File: config.mk
export PLATFORM = sky130hd
export DESIGN_NAME = load_store_unit
export DESIGN_NICKNAME = d
export VERILOG_FILES = /design/src/rtl/load_store_unit.sv
export SDC_FILE = /design/constraint.sdc
export NUM_CORES = 1
export LEC_CHECK = 0
export CORE_ASPECT_RATIO = 0.5
export CORE_UTILIZATION = 25
export CTS_BUF_LIST = sky130_fd_sc_hd__clkbuf_16
export DETAILED_ROUTE_END_ITERATION = 10
export SLEW_MARGIN = 25
export SYNTH_ARGS = -nofsm -noshare
export SYNTH_HDL_FRONTEND = slang
export SYNTH_SLANG_ARGS = --single-unit
export TNS_END_PERCENT = 20
File: constraint.sdc
create_clock -name clk -period 1.5 [get_ports clk]
set_input_delay 0.3 -clock clk [delete_from_list [all_inputs] [get_ports clk]]
set_output_delay 0.3 -clock clk [all_outputs]
set_load 0.02 [all_outputs]
File: src/rtl/load_store_unit.sv
// Load/store unit: turns one datapath load/store into a single word-aligned req/ready bus
// transaction, stalling the core until it completes. Optional macro: MISALIGN_TRAP_EN.
module load_store_unit #(
    parameter int TIMEOUT_CYCLES = 255,
    parameter int CNT_W          = 8
) (
    input  logic        clk,
    input  logic        reset_n,
    input  logic        mem_write,
    input  logic        mem_read,
    input  logic [1:0]  store,
    input  logic [2:0]  load,
    input  logic [31:0] addr,
    input  logic [31:0] wdata,
    output logic [31:0] rdata,
    output logic        stall,
    output logic        misalign,
    output logic        bus_err,
    output logic        mem_req,
    output logic        mem_we,
    output logic [31:0] mem_addr,
    output logic [3:0]  mem_wstrb,
    output logic [31:0] mem_wdata,
    input  logic [31:0] mem_rdata,
    input  logic        mem_ready
);

    typedef enum logic [1:0] {
        S_IDLE = 2'd0,
        S_REQ  = 2'd1,
        S_DONE = 2'd2
    } state_t;

    state_t            state_r;
    state_t            state_nxt_s;
    logic [CNT_W-1:0]  cnt_r;
    logic [2:0]        ld_r;
    logic [1:0]        alo_r;

    logic              acc_s;
    logic              is_st_s;
    logic              is_half_s;
    logic              is_word_s;
    logic              mis_s;
    logic              mis_trap_s;
    logic              timeout_s;
    logic              accept_s;
    logic [1:0]        alo_s;
    logic [3:0]        strb_s;
    logic [31:0]       wdat_s;

    // Select the addressed lane of the read word and sign/zero-extend it.
    function automatic logic [31:0] extend_load(input logic [2:0] ld, input logic [1:0] lo,
                                                input logic [31:0] d);
        logic [7:0]  b;
        logic [15:0] h;
        b = d[{lo, 3'b000} +: 8];
        h = lo[1] ? d[31:16] : d[15:0];
        case (ld)
            3'b000:  extend_load = {{24{b[7]}}, b};
            3'b001:  extend_load = {{16{h[15]}}, h};
            3'b100:  extend_load = {24'd0, b};
            3'b101:  extend_load = {16'd0, h};
            default: extend_load = d;
        endcase
    endfunction

    assign acc_s   = mem_write | mem_read;
    assign is_st_s = mem_write;

    // Decode access size; a simultaneous write wins over the read.
    always_comb begin
        is_half_s = 1'b0;
        is_word_s = 1'b0;
        if (mem_write) begin
            case (store)
                2'b00:   is_half_s = 1'b0;
                2'b01:   is_half_s = 1'b1;
                default: is_word_s = 1'b1;
            endcase
        end else begin
            case (load)
                3'b000, 3'b100: is_half_s = 1'b0;
                3'b001, 3'b101: is_half_s = 1'b1;
                default:        is_word_s = 1'b1;
            endcase
        end
    end

    assign mis_s = (is_half_s & addr[0]) | (is_word_s & (addr[1:0] != 2'b00));

`ifdef MISALIGN_TRAP_EN
    assign mis_trap_s = acc_s & mis_s;
`else
    assign mis_trap_s = 1'b0;
`endif

    // Aligned lane offset, strobes and lane-replicated store data.
    always_comb begin
        alo_s  = addr[1:0];
        strb_s = 4'b1111;
        wdat_s = wdata;
        if (is_word_s) begin
            alo_s = 2'b00;
        end else if (is_half_s) begin
            alo_s = {addr[1], 1'b0};
        end else begin
            alo_s = addr[1:0];
        end
        if (!is_st_s || is_word_s) begin
            strb_s = 4'b1111;
            wdat_s = wdata;
        end else if (is_half_s) begin
            strb_s = 4'b0011 << alo_s;
            wdat_s = {2{wdata[15:0]}};
        end else begin
            strb_s = 4'b0001 << alo_s;
            wdat_s = {4{wdata[7:0]}};
        end
    end

    assign timeout_s = (state_r == S_REQ) && !mem_ready &&
                       (cnt_r == CNT_W'(TIMEOUT_CYCLES - 1));
    assign accept_s  = (state_r == S_IDLE) && acc_s && !mis_trap_s;

    // Next-state logic.
    always_comb begin
        state_nxt_s = state_r;
        case (state_r)
            S_IDLE: begin
                if (acc_s) begin
                    state_nxt_s = mis_trap_s ? S_DONE : S_REQ;
                end else begin
                    state_nxt_s = S_IDLE;
                end
            end
            S_REQ: begin
                if (mem_ready || timeout_s) begin
                    state_nxt_s = S_DONE;
                end else begin
                    state_nxt_s = S_REQ;
                end
            end
            S_DONE:  state_nxt_s = S_IDLE;
            default: state_nxt_s = S_IDLE;
        endcase
    end

    // Stall must assert in the same cycle the access appears, hence combinational.
    assign stall = reset_n & (((state_r == S_IDLE) & acc_s) | (state_r == S_REQ));

    // State register and REQ-cycle timeout counter.
    always_ff @(posedge clk or negedge reset_n) begin
        if (!reset_n) begin
            state_r <= S_IDLE;
            cnt_r   <= '0;
        end else begin
            state_r <= state_nxt_s;
            cnt_r   <= (state_r == S_REQ) ? cnt_r + CNT_W'(1) : '0;
        end
    end

    // Registered bus outputs, load result and status pulses.
    always_ff @(posedge clk or negedge reset_n) begin
        if (!reset_n) begin
            mem_req   <= 1'b0;
            mem_we    <= 1'b0;
            mem_addr  <= 32'd0;
            mem_wstrb <= 4'd0;
            mem_wdata <= 32'd0;
            rdata     <= 32'd0;
            misalign  <= 1'b0;
            bus_err   <= 1'b0;
            ld_r      <= 3'd0;
            alo_r     <= 2'd0;
        end else begin
            mem_req  <= (state_nxt_s == S_REQ);
            misalign <= (state_r == S_IDLE) & mis_trap_s;
            bus_err  <= timeout_s;
            if (accept_s) begin
                mem_addr  <= {addr[31:2], 2'b00};
                mem_we    <= is_st_s;
                mem_wstrb <= strb_s;
                mem_wdata <= wdat_s;
                ld_r      <= load;
                alo_r     <= alo_s;
            end else if (state_nxt_s != S_REQ) begin
                mem_we <= 1'b0;
            end else begin
                mem_we <= mem_we;
            end
            // mem_we is still held during REQ, so it identifies a store here
            if ((state_r == S_REQ) && mem_ready) begin
                rdata <= mem_we ? rdata : extend_load(ld_r, alo_r, mem_rdata);
            end else if (timeout_s || ((state_r == S_IDLE) && mis_trap_s)) begin
                rdata <= 32'd0;
            end else begin
                rdata <= rdata;
            end
        end
    end

endmodule

# Word level (Yosys, flattened, before mapping)
# Index checks and enable logic that the tools add are counted.
# word_totals
reg_bits,116
latch_bits,0
mem_bits_rw,0
rom_bits,0
inputBits,106
output_inout_bits,105
wordCells,72
n_memories,0
# op_classes
n_addsub,1
multipliers,0
n_div,0
magnitude_cmp,0
eq_ne,12
shifts,3
n_mux,23
bitwise_logic,4
n_reduce_logical,18
# ops
op,count
2-to-1 mux 32 bit,5
one-hot mux 32 bit (4 select lines),1
indexed part select 32 x 6 -> 8 bit,1
2-to-1 mux 16 bit,1
== test 3 bit (second input constant),4
2-to-1 mux 1 bit,10
adder 8 x 1 -> 8 bit (second input constant),1
== test 8 bit (second input constant),1
2-to-1 mux 4 bit,2
2-to-1 mux 8 bit,1
== test 2 x 1 -> 1 bit (second input constant),3
== test 3 x 1 -> 1 bit (second input constant),2
logical NOT 3 bit,2
logical AND 1 bit,4
logical NOT 2 bit,2
2-to-1 mux 2 bit,2
one-hot mux 2 bit (2 select lines),1
nonzero test 2 bit,2
OR reduction 2 bit,2
OR reduction 4 bit,1
left shift 1 x 2 -> 4 bit (first input constant),1
left shift 2 x 2 -> 4 bit (first input constant),1
AND 1 bit,2
logical NOT 1 bit,2
5 further kinds,7

# Logic depth before layout (Yosys ltp)
# logic_depth
depth_word,9
mapped_depth,7
depth_no_buf,6

# Worst setup path before layout
# OpenSTA, ideal clock, no wires.
# synth_path
kind,reg-to-reg
startpoint,register mem_we
endpoint,register rdata[11]
setup_time_ns,0.124
arrival_time_ns,1.492
required_time_ns,1.376
setup_slack_ns,-0.116
stages_incl_launch_ff,7
path_buffers,2
synth_period_minus_slack_ns,1.616
cell_sequence,dfrtp_1 > and4bb_1 > and2_1 > clkbuf_1 > buf_2 > o2bb2ai_1 > a211o_1
# synth_via
elab_chain_len,2
# synth_lines
item,line,source
from (decl),20,"output logic mem_we,"
from (signal assigned),182,mem_we <= is_st_s;
from (signal assigned),190,mem_we <= mem_we;
inequality test 2 bit (no line),-,
AND reduction 2 bit (no line),-,
to (signal assigned),194,"rdata <= mem_we ? rdata : extend_load(ld_r, alo_r, mem_rdata);"
to (signal assigned),198,rdata <= rdata;
to (decl),15,"output logic [31:0] rdata,"
# Every way passes these cells.
# A chain may end at the register's enable or synchronous reset.

# Worst setup path after layout
# layout_path
startpoint,register cnt_r[0]
endpoint,register rdata[28]
# layout_via
elab_chain_len,4
# layout_lines
item,line,source
from (decl),36,logic [CNT_W-1:0] cnt_r;
from (signal assigned),159,cnt_r <= (state_r == S_REQ) ? cnt_r + CNT_W'(1) : '0;
== test 8 bit,123,(cnt_r == CNT_W'(TIMEOUT_CYCLES - 1));
logical AND 1 bit,122,assign timeout_s = (state_r == S_REQ) && !mem_ready &&
nonzero test 2 bit (no line),-,
AND reduction 2 bit (no line),-,
# Every way passes these cells.

==> impl_metrics.tcl <==
set metrics [dict create \
    drtIter0Drc 149 \
    dpl_worst_slack_ns -0.578 \
    netlist_top_cells_count "dfrtp_1, mux2_2, nand2_1" \
    async_reset_ff_share_pct 100 \
    clock_skew_ns 0.0106 \
    synthAdderAreaFrac_pct 0.480 \
    avgSynthCellArea_um2 11.8 \
    status "finished, violations left" \
    netlist_instances 442 \
    synth_ff_type "dfrtp_1" \
    synth_top_family_by_area "multiplexers" \
    setup_tns_ns -2.05 \
    htree_num_levels 4 \
    drt-vias-per-instance 4.53 \
    leakage_nw 3.90 \
    worstMarginPinSlew_ns 0.858 \
    num_rows 36 \
    root_buffer "clkbuf_16" \
    synth-compound-area-share_pct 14.0 \
    grt_pass1_vias 4631 \
    finalCritPeriodShare_pct 107 \
    place_hpwl_mm 12.0 \
    place.gp.congestion 0.801 \
    slew_violations 0 \
    setup_viol 30 \
    ant_nets 0 \
    grt_use_total_pct 15.4 \
    yosysTopAreaCellShare_pct 55.7 \
    power_density_nw_per_um2 1910 \
    synth_mux_area_share_pct 16.1 \
    die_h_um 104 \
    setup_slack_ns -0.102 \
    synthToLayoutAreaGrowth_pct 64.7 \
    die_x_um 206 \
    fmax_ghz 0.624 \
    ys_types 47 \
    antenna_found_initial 0 \
    drt_wl_total_mm 16.2 \
    dp_cells 944 \
    top_level_ports 211 \
    routedWlPerCell_um 16.5 \
    violations "setup timing" \
    start_util_pct 26.2 \
    cts_tree "built" \
    regToRegStartpoint "cnt_r[0]" \
    arrival_ns 1.89 \
    worst-path-max-fanout 18 \
    yosysTopAreaCell "dfrtp_1" \
    synth-xor-area-share_pct 0.672 \
    ys_warn_count 0 \
    fin_cells 979 \
    slew_headroom_pct 42.8 \
    p_total_mw 16.4 \
    peakVddDrop_uv 720 \
    cap_violations 0 \
    startpoint_type "flop" \
    hold_path_class "primary input to asynchronous set/reset pin" \
    holdBufCountCts 0 \
    seq_area_frac_synth_pct 55.7 \
    clock-sinks 116 \
    grt_max_degree 66 \
    synth_area_leaders "dfrtp_1, mux2_2, mux2i_1, a221o_1, o21ai_0" \
    dr.pass1.iters 4 \
    grt_setup_unrepaired "true" \
    vias 4431 \
    grt_pass1_wl_mm 25.5 \
    drc_errors 0 \
    grt-ovfl-total 0 \
    crit_path_start "cnt_r[0]" \
    cts_buffer_depth 2 \
    synthSimpleGateAreaFrac_pct 9.46 \
    clk_pin_slew_ns 0.06 \
    synth_area_um2 5210 \
    post-route-min-period_ns 1.60 \
    yosysMostFrequentCell "dfrtp_1" \
    die_area_um2 21500 \
    endpoint_kind "flop" \
    portBuffers 207 \
    crit_type "flop to flop" \
    nets 807 \
    synth_edf_count 0 \
    core_area_um2 19900 \
    hold_violations 0 \
    ys_ff_latch 116 \
    drive_above_1_share_pct 21.3 \
    cts_made_buffers 17 \
    required_ns 1.79 \
    insertion_delay_ns 0.41 \
]
[metal layers]
| layer | wire (um) | track usage [%] |
|---|---|---|
| met4 | 172 | 5.15 |
| met2 | 7930 | 25.6 |
| met1 | 7280 | 19.2 |
| met5 | 0 | 0 |
| met3 | 792 | 4.20 |
[kinds of logic (layout without fill, tap and decap cells)]
logic type	count (synthesis)	count (layout)
flip-flops	116	116
AO/OA/AOI/OAI	105	105
AND/OR/NAND/NOR	101	101
multiplexers	77	77
buffers and inverters	36	304
XOR/XNOR	4	4
adder cells (fa/ha/maj)	2	2
other	1	4
[layout make-up]
class / instances / area (um^2)
tap: 266 / 333
inverter: 5 / 18.8
multi-input combinational: 292 / 2200
fill: 1936 / 11300
sequential: 116 / 2910
clock buffer: 17 / 425
clock inverter: 15 / 198
antenna: 1 / 2.50
timing repair buffer: 267 / 2500
[registers in the layout (all words and copies together) (netlist names)]
signal and flops:
mem_wdata 32, rdata 32, mem_addr 30, cnt_r 8, mem_wstrb 4, ld_r 3, alo_r 2, state_r 2
bus_err 1, mem_req 1, mem_we 1
[critical path: stages (launching register included)]
cell	delay [ns]
dfrtp_1	0.37
inv_1	0.06
ha_1	0.13
nand4b_1	0.14
o22ai_2	0.17
nand2_2	0.11
buf_6	0.18
a221o_1	0.32
[power breakdown]
part / switching, mW / internal, mW / total [mW]
combinational: 3.64 / 3.17 / 6.81
clock: 1.46 / 2.90 / 4.36
sequential: 0.749 / 4.49 / 5.24
total: 5.85 / 10.6 / 16.4
[per-stage QoR]
step           hold slack, ns  utilization, %  area [um^2]
2_1_floorplan         0.00441               -         5250
3_3_place_gp            0.461            40.2         8010
3_5_place_dp            0.470            40.2         8010
4_1_cts                 0.172            42.8         8520
5_1_grt                 0.210            43.1         8580
6_report                0.163            43.1         8580
[cells in the final DEF, fill, tap and decap left out, drive strengths merged, types with 5 or more instances in the layout]
| cell | count |
|---|---|
| inv | 8 |
| clkbuf | 18 |
| o21ai | 35 |
| nor2 | 25 |
| nand3 | 5 |
| nor3 | 10 |
| dlygate4sd2 | 99 |
| clkdlybuf4s50 | 103 |
| clkinv | 5 |
| o211ai | 7 |
| mux2i | 32 |
| a221o | 16 |
| a21oi | 16 |
| mux2 | 44 |
| a211o | 6 |
| nand2b | 6 |
| buf | 63 |
| bufinv | 5 |
| nand2 | 36 |
| nor2b | 6 |
| dfrtp | 116 |
| o2bb2ai | 13 |
[what timing repair did]
action	in CTS	in global routing
pin swaps	3	4
buffers inserted	0	1
resized for setup	115	18
cloned	0	1
endpoints found under the setup margin	144	69
hold endpoints to repair	0	0
[path summary, 6_finish.rpt]
check	end	slack (ns)	cells after the start
setup / recovery	rdata[28]	-0.10	7
hold / removal	rdata[23]	0.16	3
setup reg to reg	rdata[28]	-0.10	7
hold reg to reg	mem_wdata[16]	0.47	2
max in group asynchronous	state_r[0]	0.68	3
min in group clk	mem_req	0.30	3
No activity file was read; power rests on OpenSTA's default activity.
